--- src/rtl/uc_pkg.sv ---
// Shared definitions for the nRISC multi-cycle control unit: opcodes, ULA op codes,
// FSM state type and the registered control-word layout.
package uc_pkg;

  localparam logic [2:0] OP_LW   = 3'b000;
  localparam logic [2:0] OP_SW   = 3'b001;
  localparam logic [2:0] OP_ADD  = 3'b010;
  localparam logic [2:0] OP_ADDI = 3'b011;
  localparam logic [2:0] OP_SLT  = 3'b100;
  localparam logic [2:0] OP_JMP  = 3'b101;
  localparam logic [2:0] OP_BEQ  = 3'b110;
  localparam logic [2:0] OP_ILL  = 3'b111;

  localparam logic [2:0] ULA_ADD = 3'b000;
  localparam logic [2:0] ULA_SLT = 3'b110;
  localparam logic [2:0] ULA_BEQ = 3'b111;

  typedef enum logic [2:0] {
    FETCH,
    DECODE,
    EXEC,
    MEM,
    WB
  } state_t;

  typedef struct packed {
    logic       pc_write;
    logic       ir_write;
    logic       reg_write;
    logic       reg_src;
    logic       ula_src;
    logic [2:0] ula_op;
    logic       mem_read;
    logic       mem_write;
    logic       jump;
    logic       beq;
    logic       illegal_op;
    logic       mem_err;
  } ctrl_t;

endpackage

--- src/rtl/uc_mem_timer.sv ---
// Data-memory wait counter: clear on MEM entry, count not-ready cycles, flag the last
// allowed wait cycle. MEM_TIMEOUT = 0 never expires.
module uc_mem_timer #(
  parameter int unsigned MEM_TIMEOUT = 15
) (
  input  logic clock,
  input  logic reset,
  input  logic clear,
  input  logic inc,
  output logic expire
);

  localparam int unsigned TW = (MEM_TIMEOUT > 0) ? $clog2(MEM_TIMEOUT + 1) : 1;

  logic [TW-1:0] count;

  always_ff @(posedge clock or negedge reset) begin
    if (!reset) begin
      count <= '0;
    end else if (clear) begin
      count <= '0;
    end else if (inc) begin
      count <= count + 1'b1;
    end
  end

  // Expire while sitting in the MEM_TIMEOUT-th wait cycle, so exactly MEM_TIMEOUT cycles are spent in MEM.
  if (MEM_TIMEOUT == 0) begin : g_no_timeout
    assign expire = 1'b0;
  end else begin : g_timeout
    assign expire = (count == TW'(MEM_TIMEOUT - 1));
  end

endmodule

--- src/rtl/unidade_controle_multiciclo.sv ---
// Multi-cycle control FSM for the nRISC datapath (FETCH/DECODE/EXEC/MEM/WB).
// Define UC_INSTR_COUNT_EN to build the retired-instruction counter; otherwise instr_count is 0.
module unidade_controle_multiciclo
  import uc_pkg::*;
#(
  parameter int unsigned OPCODE_W    = 3,
  parameter int unsigned ULAOP_W     = 3,
  parameter int unsigned MEM_TIMEOUT = 15,
  parameter int unsigned CNT_W       = 16
) (
  input  logic                clock,
  input  logic                reset,
  input  logic                enable,
  input  logic [OPCODE_W-1:0] opcode,
  input  logic                mem_ready,
  output logic                pc_write,
  output logic                ir_write,
  output logic                reg_write,
  output logic                reg_src,
  output logic                ula_src,
  output logic [ULAOP_W-1:0]  ula_op,
  output logic                mem_read,
  output logic                mem_write,
  output logic                jump,
  output logic                beq,
  output logic                illegal_op,
  output logic                mem_err,
  output logic [CNT_W-1:0]    instr_count
);

  state_t     state, state_nx;
  logic [2:0] op_q, op_nx;
  logic       boot;
  ctrl_t      ctrl_q, ctrl_nx;
  logic       illegal;
  logic       timer_clr, timer_inc, timer_expire;

  assign illegal = (opcode[2:0] == OP_ILL) || ((opcode >> 3) != '0);

  uc_mem_timer #(
    .MEM_TIMEOUT(MEM_TIMEOUT)
  ) u_timer (
    .clock  (clock),
    .reset  (reset),
    .clear  (enable & timer_clr),
    .inc    (enable & timer_inc),
    .expire (timer_expire)
  );

  // boot=0 means the FSM sits in FETCH without having issued it yet, so the first
  // enabled edge after reset re-enters FETCH and emits its strobes.
  always_ff @(posedge clock or negedge reset) begin
    if (!reset) begin
      state  <= FETCH;
      op_q   <= '0;
      boot   <= 1'b0;
      ctrl_q <= '0;
    end else if (enable) begin
      state  <= state_nx;
      op_q   <= op_nx;
      boot   <= 1'b1;
      ctrl_q <= ctrl_nx;
    end else begin
      ctrl_q.pc_write   <= 1'b0;
      ctrl_q.ir_write   <= 1'b0;
      ctrl_q.reg_write  <= 1'b0;
      ctrl_q.mem_write  <= 1'b0;
      ctrl_q.illegal_op <= 1'b0;
      ctrl_q.mem_err    <= 1'b0;
    end
  end

  always_comb begin
    state_nx  = state;
    op_nx     = op_q;
    ctrl_nx   = '0;
    timer_clr = 1'b0;
    timer_inc = 1'b0;

    if (!boot) begin
      state_nx = FETCH;
    end else begin
      case (state)
        FETCH:  state_nx = DECODE;
        DECODE: begin
          op_nx = opcode[2:0];
          if (illegal) begin
            state_nx           = FETCH;
            ctrl_nx.illegal_op = 1'b1;
          end else begin
            state_nx = EXEC;
          end
        end
        EXEC: begin
          case (op_q)
            OP_LW, OP_SW: begin
              state_nx  = MEM;
              timer_clr = 1'b1;
            end
            OP_JMP, OP_BEQ: state_nx = FETCH;
            default:        state_nx = WB;
          endcase
        end
        MEM: begin
          if (mem_ready) begin
            state_nx = (op_q == OP_LW) ? WB : FETCH;
          end else if (timer_expire) begin
            state_nx        = FETCH;
            ctrl_nx.mem_err = 1'b1;
          end else begin
            timer_inc = 1'b1;
          end
        end
        WB:      state_nx = FETCH;
        default: state_nx = FETCH;
      endcase
    end

    // Outputs are decoded from the state being entered so they are valid in its first cycle.
    case (state_nx)
      FETCH: begin
        ctrl_nx.ir_write = 1'b1;
        ctrl_nx.pc_write = 1'b1;
      end
      EXEC: begin
        case (op_nx)
          OP_LW, OP_SW: begin
            ctrl_nx.ula_src = 1'b1;
            ctrl_nx.ula_op  = ULA_ADD;
          end
          OP_ADD:  ctrl_nx.ula_op = ULA_ADD;
          OP_ADDI: ctrl_nx.ula_src = 1'b1;
          OP_SLT:  ctrl_nx.ula_op = ULA_SLT;
          OP_JMP: begin
            ctrl_nx.jump     = 1'b1;
            ctrl_nx.pc_write = 1'b1;
          end
          OP_BEQ: begin
            ctrl_nx.ula_op   = ULA_BEQ;
            ctrl_nx.jump     = 1'b1;
            ctrl_nx.beq      = 1'b1;
            ctrl_nx.pc_write = 1'b1;
          end
          default: ;
        endcase
      end
      MEM: begin
        ctrl_nx.mem_read  = (op_nx == OP_LW);
        ctrl_nx.mem_write = (op_nx == OP_SW);
      end
      WB: begin
        ctrl_nx.reg_write = 1'b1;
        ctrl_nx.reg_src   = (op_nx != OP_LW);
      end
      default: ;
    endcase
  end

  assign pc_write   = ctrl_q.pc_write;
  assign ir_write   = ctrl_q.ir_write;
  assign reg_write  = ctrl_q.reg_write;
  assign reg_src    = ctrl_q.reg_src;
  assign ula_src    = ctrl_q.ula_src;
  assign ula_op     = ULAOP_W'(ctrl_q.ula_op);
  assign mem_read   = ctrl_q.mem_read;
  assign mem_write  = ctrl_q.mem_write;
  assign jump       = ctrl_q.jump;
  assign beq        = ctrl_q.beq;
  assign illegal_op = ctrl_q.illegal_op;
  assign mem_err    = ctrl_q.mem_err;

`ifdef UC_INSTR_COUNT_EN
  logic [CNT_W-1:0] count_q;
  logic             retire;

  assign retire = (state == WB)
               || (state == EXEC && (op_q == OP_JMP || op_q == OP_BEQ))
               || (state == MEM && mem_ready && op_q == OP_SW);

  always_ff @(posedge clock or negedge reset) begin
    if (!reset) begin
      count_q <= '0;
    end else if (enable && boot && retire) begin
      count_q <= count_q + 1'b1;
    end
  end

  assign instr_count = count_q;
`else
  assign instr_count = '0;
`endif

endmodule

--- config.mk ---
export PLATFORM = sky130hd
export DESIGN_NAME = unidade_controle_multiciclo
export DESIGN_NICKNAME = d
export VERILOG_FILES = /design/src/rtl/uc_pkg.sv /design/src/rtl/uc_mem_timer.sv /design/src/rtl/unidade_controle_multiciclo.sv
export SDC_FILE = /design/constraint.sdc
export NUM_CORES = 1
export LEC_CHECK = 0
export CAP_MARGIN = 15
export CORE_ASPECT_RATIO = 0.7
export CORE_MARGIN = 10
export CORE_UTILIZATION = 51
export DETAILED_ROUTE_END_ITERATION = 8
export MAX_ROUTING_LAYER = met4
export PLACE_DENSITY = 0.83
export SKIP_CTS_REPAIR_TIMING = 1
export SYNTH_ARGS = -nofsm -noshare
export SYNTH_HDL_FRONTEND = slang
export SYNTH_SLANG_ARGS = --single-unit
--- constraint.sdc ---
create_clock -name clock -period 2.7 [get_ports clock]
set_input_delay 0.81 -clock clock [delete_from_list [all_inputs] [get_ports clock]]
set_output_delay 0.81 -clock clock [all_outputs]
set_load 0.02 [all_outputs]
# After elaboration in Yosys (flattened, before gate mapping)
# Index checks and enable logic that the tools add are counted.
word_totals:
  out_inout_bits: 30
  inputBits: 7
  word_cells: 82
  register_bits: 25
op_classes:
  bitwise: 2
  add_sub_neg: 1
  n_reduce_logical: 10
  n_mux: 37
  eq_ne: 16
op_table:
  columns: ["operator", "count"]
  rows:
  - ["$eq 3x3->1 const B", 7]
  - ["$mux 3", 7]
  - ["$mux 1", 17]
  - ["$eq 3x2->1 const B", 5]
  - ["$logic_not 3->1", 4]
  - ["$mux 2", 6]
  - ["$mux 4", 3]
  - ["$pmux 3 s2", 2]
  - ["$pmux 3 s4", 1]
  - ["$eq 3x1->1 const B", 3]
  - ["$reduce_or 2->1", 3]
  - ["$add 4x1->4 const B", 1]
  - ["$eq 4x4->1 const B", 1]
  - ["$reduce_bool 3->1", 1]
  - ["$reduce_or 3->1", 1]
  - ["$and 1x1->1", 2]
  - ["$pmux 1 s2", 1]
  - ["$reduce_bool 2->1", 1]

# Logic depth before layout (Yosys ltp)
logic_depth:
  depth_word: 8
  ltp_mapped: 8
  depth_no_buf: 7

# Hierarchy
# From an unflattened synthesis, not the netlist that was laid out.
unflattened:
  cells_unflattened: 130
  area_unflattened_um2: 1338.8
by_module_without_submodules:
  columns: ["module", "area_each_um2", "seq_area_each_um2", "n_inst", "cells_per_inst"]
  rows:
  - ["unidade_controle_multiciclo", 1118.6, 475.5, 1, 110]
  - ["uc_mem_timer", 220.2, 100.1, 1, 20]

# Least setup slack after synthesis
# No wires, ideal clock.
synth_path:
  path_type: "input to register"
  startpoint: "input mem_ready"
  endpoint: "register state[0]"
  required_time_ns: 2.575
  t_arrival_ns: 1.600
  setup_ns: 0.125
  n_path_buf: 1
  cell_stages: 6
  slack_ns: 0.975
  path_cell_list: "nand4bb_1 -> nor2b_1 -> buf_2 -> nor3_2 -> nor2_1 -> mux2_2"
synth_between:
  elab_chain_cells: 3
synth_rtl:
  columns: ["element", "line_no", "text"]
  rows:
  - ["start, declared", "unidade_controle_multiciclo.sv:15", "input logic mem_ready,"]
  - ["$mux 3", "unidade_controle_multiciclo.sv:105", "if (mem_ready) begin"]
  - ["$pmux 3 s4", "unidade_controle_multiciclo.sv:83", "case (state)"]
  - ["$mux 3", "unidade_controle_multiciclo.sv:80", "if (!boot) begin"]
  - ["end signal, assigned", "unidade_controle_multiciclo.sv:59", "state <= state_nx;"]
  - ["end, declared", "unidade_controle_multiciclo.sv:31", "state_t state, state_nx;"]
# No other way between the ends.
# A chain may end at the register's enable or synchronous reset.

# Worst setup path in the final report
layout_path:
  startpoint: "input mem_ready"
  endpoint: "register ctrl_q, in the netlist mem_read"
layout_between:
  elab_chain_cells: 5
layout_rtl:
  columns: ["element", "line_no", "text"]
  rows:
  - ["$mux 3", "unidade_controle_multiciclo.sv:105", null]
  - ["$pmux 3 s4", "unidade_controle_multiciclo.sv:83", null]
  - ["$mux 3", "unidade_controle_multiciclo.sv:80", null]
  - ["$eq 3x2->1", "unidade_controle_multiciclo.sv:120", "case (state_nx)"]
  - ["$mux 2", "unidade_controle_multiciclo.sv:120", null]
  - ["end signal, assigned", "unidade_controle_multiciclo.sv:62", "ctrl_q <= ctrl_nx;"]
  - ["end, declared", "unidade_controle_multiciclo.sv:34", "ctrl_t ctrl_q, ctrl_nx;"]
# No other way between the ends.

==> metrics.md <==
| Metric | Value |
|---|---|
| DP Area | `0.00147 mm^2` |
| Post-route ant nets | `0` |
| Synthesized instance count | `roughly 140` |
| Clock Root Buffer | `clkbuf_8` |
| Final weighted congestion in routability-driven placement | `0.868` |
| Cell Area, Synth | `0.00131 mm^2` |
| CTS Buf Count | `3` |
| Core footprint | `0.00246 mm^2` |
| DR WL/cell | `14.3 um` |
| DR vias | `984` |
| First-pass GRT wire length | `4530 um` |
| # IOs | `37` |
| Post-place setup slack | `191 ps` |
| VDD IR max | `0.418 mV` |
| Fin cells | `between 150 and 200` |
| DRT Wirelength | `~2700 um` |
| Post-layout minimum cycle time | `between 2000 and 2500 ps` |
| Htree depth | `1` |
| Worst Setup End Kind | `register` |
| Critical path cell sequence | `clkdlybuf4s50_1 -> nand4bb_1 -> nor2b_1 -> nor2_1 -> o32ai_1` |
| Slew margin rel. | `59.5%` |
| Maxcap violations | `0` |
| Flop-to-flop setup slack | `around 760 ps` |
| Slew Limit Fails | `0` |
| Worst Path Arrival | `2460 ps` |
| Distinct cell type count after synthesis | `40` |
| # DRC | `0` |
| Buffers & Inverters on Critical Path | `1` |
| Row cnt | `15` |
| Slowest CP cell | `nor2b_1` |
| Setup TNS | `0 ps` |
| Leakage | `0.655 nW` |
| Critical path peak fanout | `8` |
| Req. time, crit path | `2860 ps` |
| CP Class | `input pin to register` |
| Worst stage delay on the critical path | `510 ps` |
| Ys Warns | `0` |
| Vias per cell | `5.15` |
| Starting DRT DRC Count | `68` |
| Layout Skew | `around 1.9 ps` |
| Top cell type's share of synthesized area | `44.0%` |
| Initial core utilization | `53.2%` |
| Seq cells post-synth | `23` |
| Die Span Y | `between 60 and 70 um` |
| Design Area, Final | `0.00152 mm^2` |
| Status | `finished clean` |
| # clock sinks | `23` |
| DIE AREA | `0.00502 mm^2` |
| Final setup fails | `0` |
| Filler cell count | `220` |
| Fin crit share | `between 80% and 90%` |
| Grt ovf | `0` |
| Min-delay worst type | `register to register` |
| Post-DP HPWL | `2120 um` |
| Initial antenna violation count | `0` |
| Placed insts | `187` |
| Worst skew pair latency | `260 ps` |
| CP delay by family, top | `simple AND/OR/NAND/NOR gates` |
| Max Clk Rate | `434 MHz` |
| Pwr Total | `~1.4 mW` |
| Area Growth Syn to Fin | `16.2%` |
| First drt pass iteration count | `4` |
| Clock tree buffer depth | `2` |
| Pwr dens | `911 mW/mm^2` |
| Largest area contributor in the netlist | `dfrtp_1` |
| All-Layer GR Usage | `11.1%` |
| Setup ws final | `394 ps` |
| Avg Inst Size Synth | `9.47 um^2` |
| Port bufs | `20` |
| Vias in the first global route | `946` |
| Ranking of synthesized cells by area | `dfrtp_1 (44%), buf_4 (10%), o21ai_0 (3.4%)` |
| Clk pin slew, worst setup/hold paths | `80 ps` |
| Tightest Pin Transition | `607 ps` |
| Antenna fix cells | `0` |
| Layout cell share with drive strength beyond 1 | `9.55%` |
| Seq/Total Area, Yosys | `44.0%` |
| Largest net degree at the start of global routing | `24` |
| Die width | `80.5 um` |
| Final Hold Viols | `0` |
| Worst Setup Start Kind | `input pin` |
| TritonCTS clock tree | `yes` |
| Fin nets | `about 170` |
| Unrepaired setup endpoints after global routing | `no` |
-- area by class of cell --
class	count	area, um^2	area share [%]
Inverter	9	33.8	2.22
Clock buffer	4	45.0	2.97
Sequential cell	23	576	37.9
Tap cell	34	42.5	2.80
Multi-Input combinational cell	98	599	39.5
Timing Repair Buffer	23	223	14.7
-- cells in the final DEF (no fill, tap or decap), types with 2 or more instances in the layout --
cell type / count
conb_1: 16
clkdlybuf4s50_1: 20
o22ai_1: 2
nor2b_1: 5
mux2i_1: 2
mux2_2: 4
clkbuf_8: 3
nand2b_1: 3
o21ai_0: 9
nand2_1: 9
buf_4: 3
or2_1: 2
a31oi_1: 2
dfrtp_1: 23
ha_1: 2
o41ai_1: 2
nor2_1: 9
inv_1: 9
nand3_1: 5
nor3_1: 3
a21oi_1: 4
-- registers in the layout, indices dropped and copies added, names as in the netlist --
signal	cells
op_q	3
reg_src	1
reg_write	1
jump	1
state	3
pc_write	1
illegal_op	1
u_timer.count	4
ula_op	1
boot	1
mem_write	1
ula_src	1
ir_write	1
mem_err	1
mem_read	1
beq	1
-- synth_stat cells, drive strengths merged --
library cell / count
nand2: 9
o31ai: 1
nor3: 4
a41oi: 1
nor2: 10
mux2: 4
a32oi: 1
nor4: 2
ha: 2
o32a: 1
a311oi: 1
nand4bb: 1
o32ai: 1
buf: 19
or2: 3
nand4: 1
o2111ai: 1
o21ai: 10
mux2i: 2
xor2: 1
o41ai: 2
nor2b: 5
nand3: 5
dfrtp: 23
conb: 1
clkbuf: 4
a31o: 1
and2: 1
a31oi: 2
a21oi: 4
xnor2: 1
o22ai: 2
inv: 9
nand2b: 3
-- where the power goes --
| group | internal (mW) | leakage [nW] | switching (mW) |
|---|---|---|---|
| logic | 0.265 | 0.333 | 0.343 |
| clock network | 0.105 | 0.0228 | 0.102 |
| registers | 0.440 | 0.299 | 0.129 |
| total | 0.810 | 0.655 | 0.573 |
-- final timing paths --
| kind | cells past startpoint | from | end |
|---|---|---|---|
| worst max register to register | 6 | u_timer.count[0] | mem_read |
| max in group asynchronous | 2 | reset | u_timer.count[0] |
| min in group asynchronous | 2 | reset | pc_write |
| worst max-delay path | 5 | mem_ready | mem_read |
| worst min register to register | 1 | u_timer.count[3] | u_timer.count[3] |
| worst min-delay path | 1 | u_timer.count[3] | u_timer.count[3] |
-- cell families (layout without fill, tap and decap cells) --
group | Yosys count | in the layout | synth area share, %
simple gates | 44 | 44 | 19.0
buf+inv | 32 | 36 | 14.4
compound gates | 28 | 28 | 14.0
flops | 23 | 23 | 44.0
mux | 6 | 6 | 4.98
fa+ha+maj | 2 | 2 | 1.91
xor+xnor | 2 | 2 | 1.34
other cells | 1 | 16 | 0.287
-- metal layers --
layer | up-vias | GRT usage (%) | share of wire (%)
met5 | - | - | 0
met3 | 0 | 4.45 | 8.6
met1 | 465 | 15.3 | 47
met4 | 0 | 0.658 | 0
li1 | 483 | - | -
met2 | 36 | 15.5 | 45
-- metrics by stage --
step,hold slack (ps),util [%]
finish,493,61.8
global route,519,61.8
CTS,495,61.8
detailed placement,482,59.9
global placement,468,59.9
floorplan,451,-
Power figures use the tool's default switching activity.
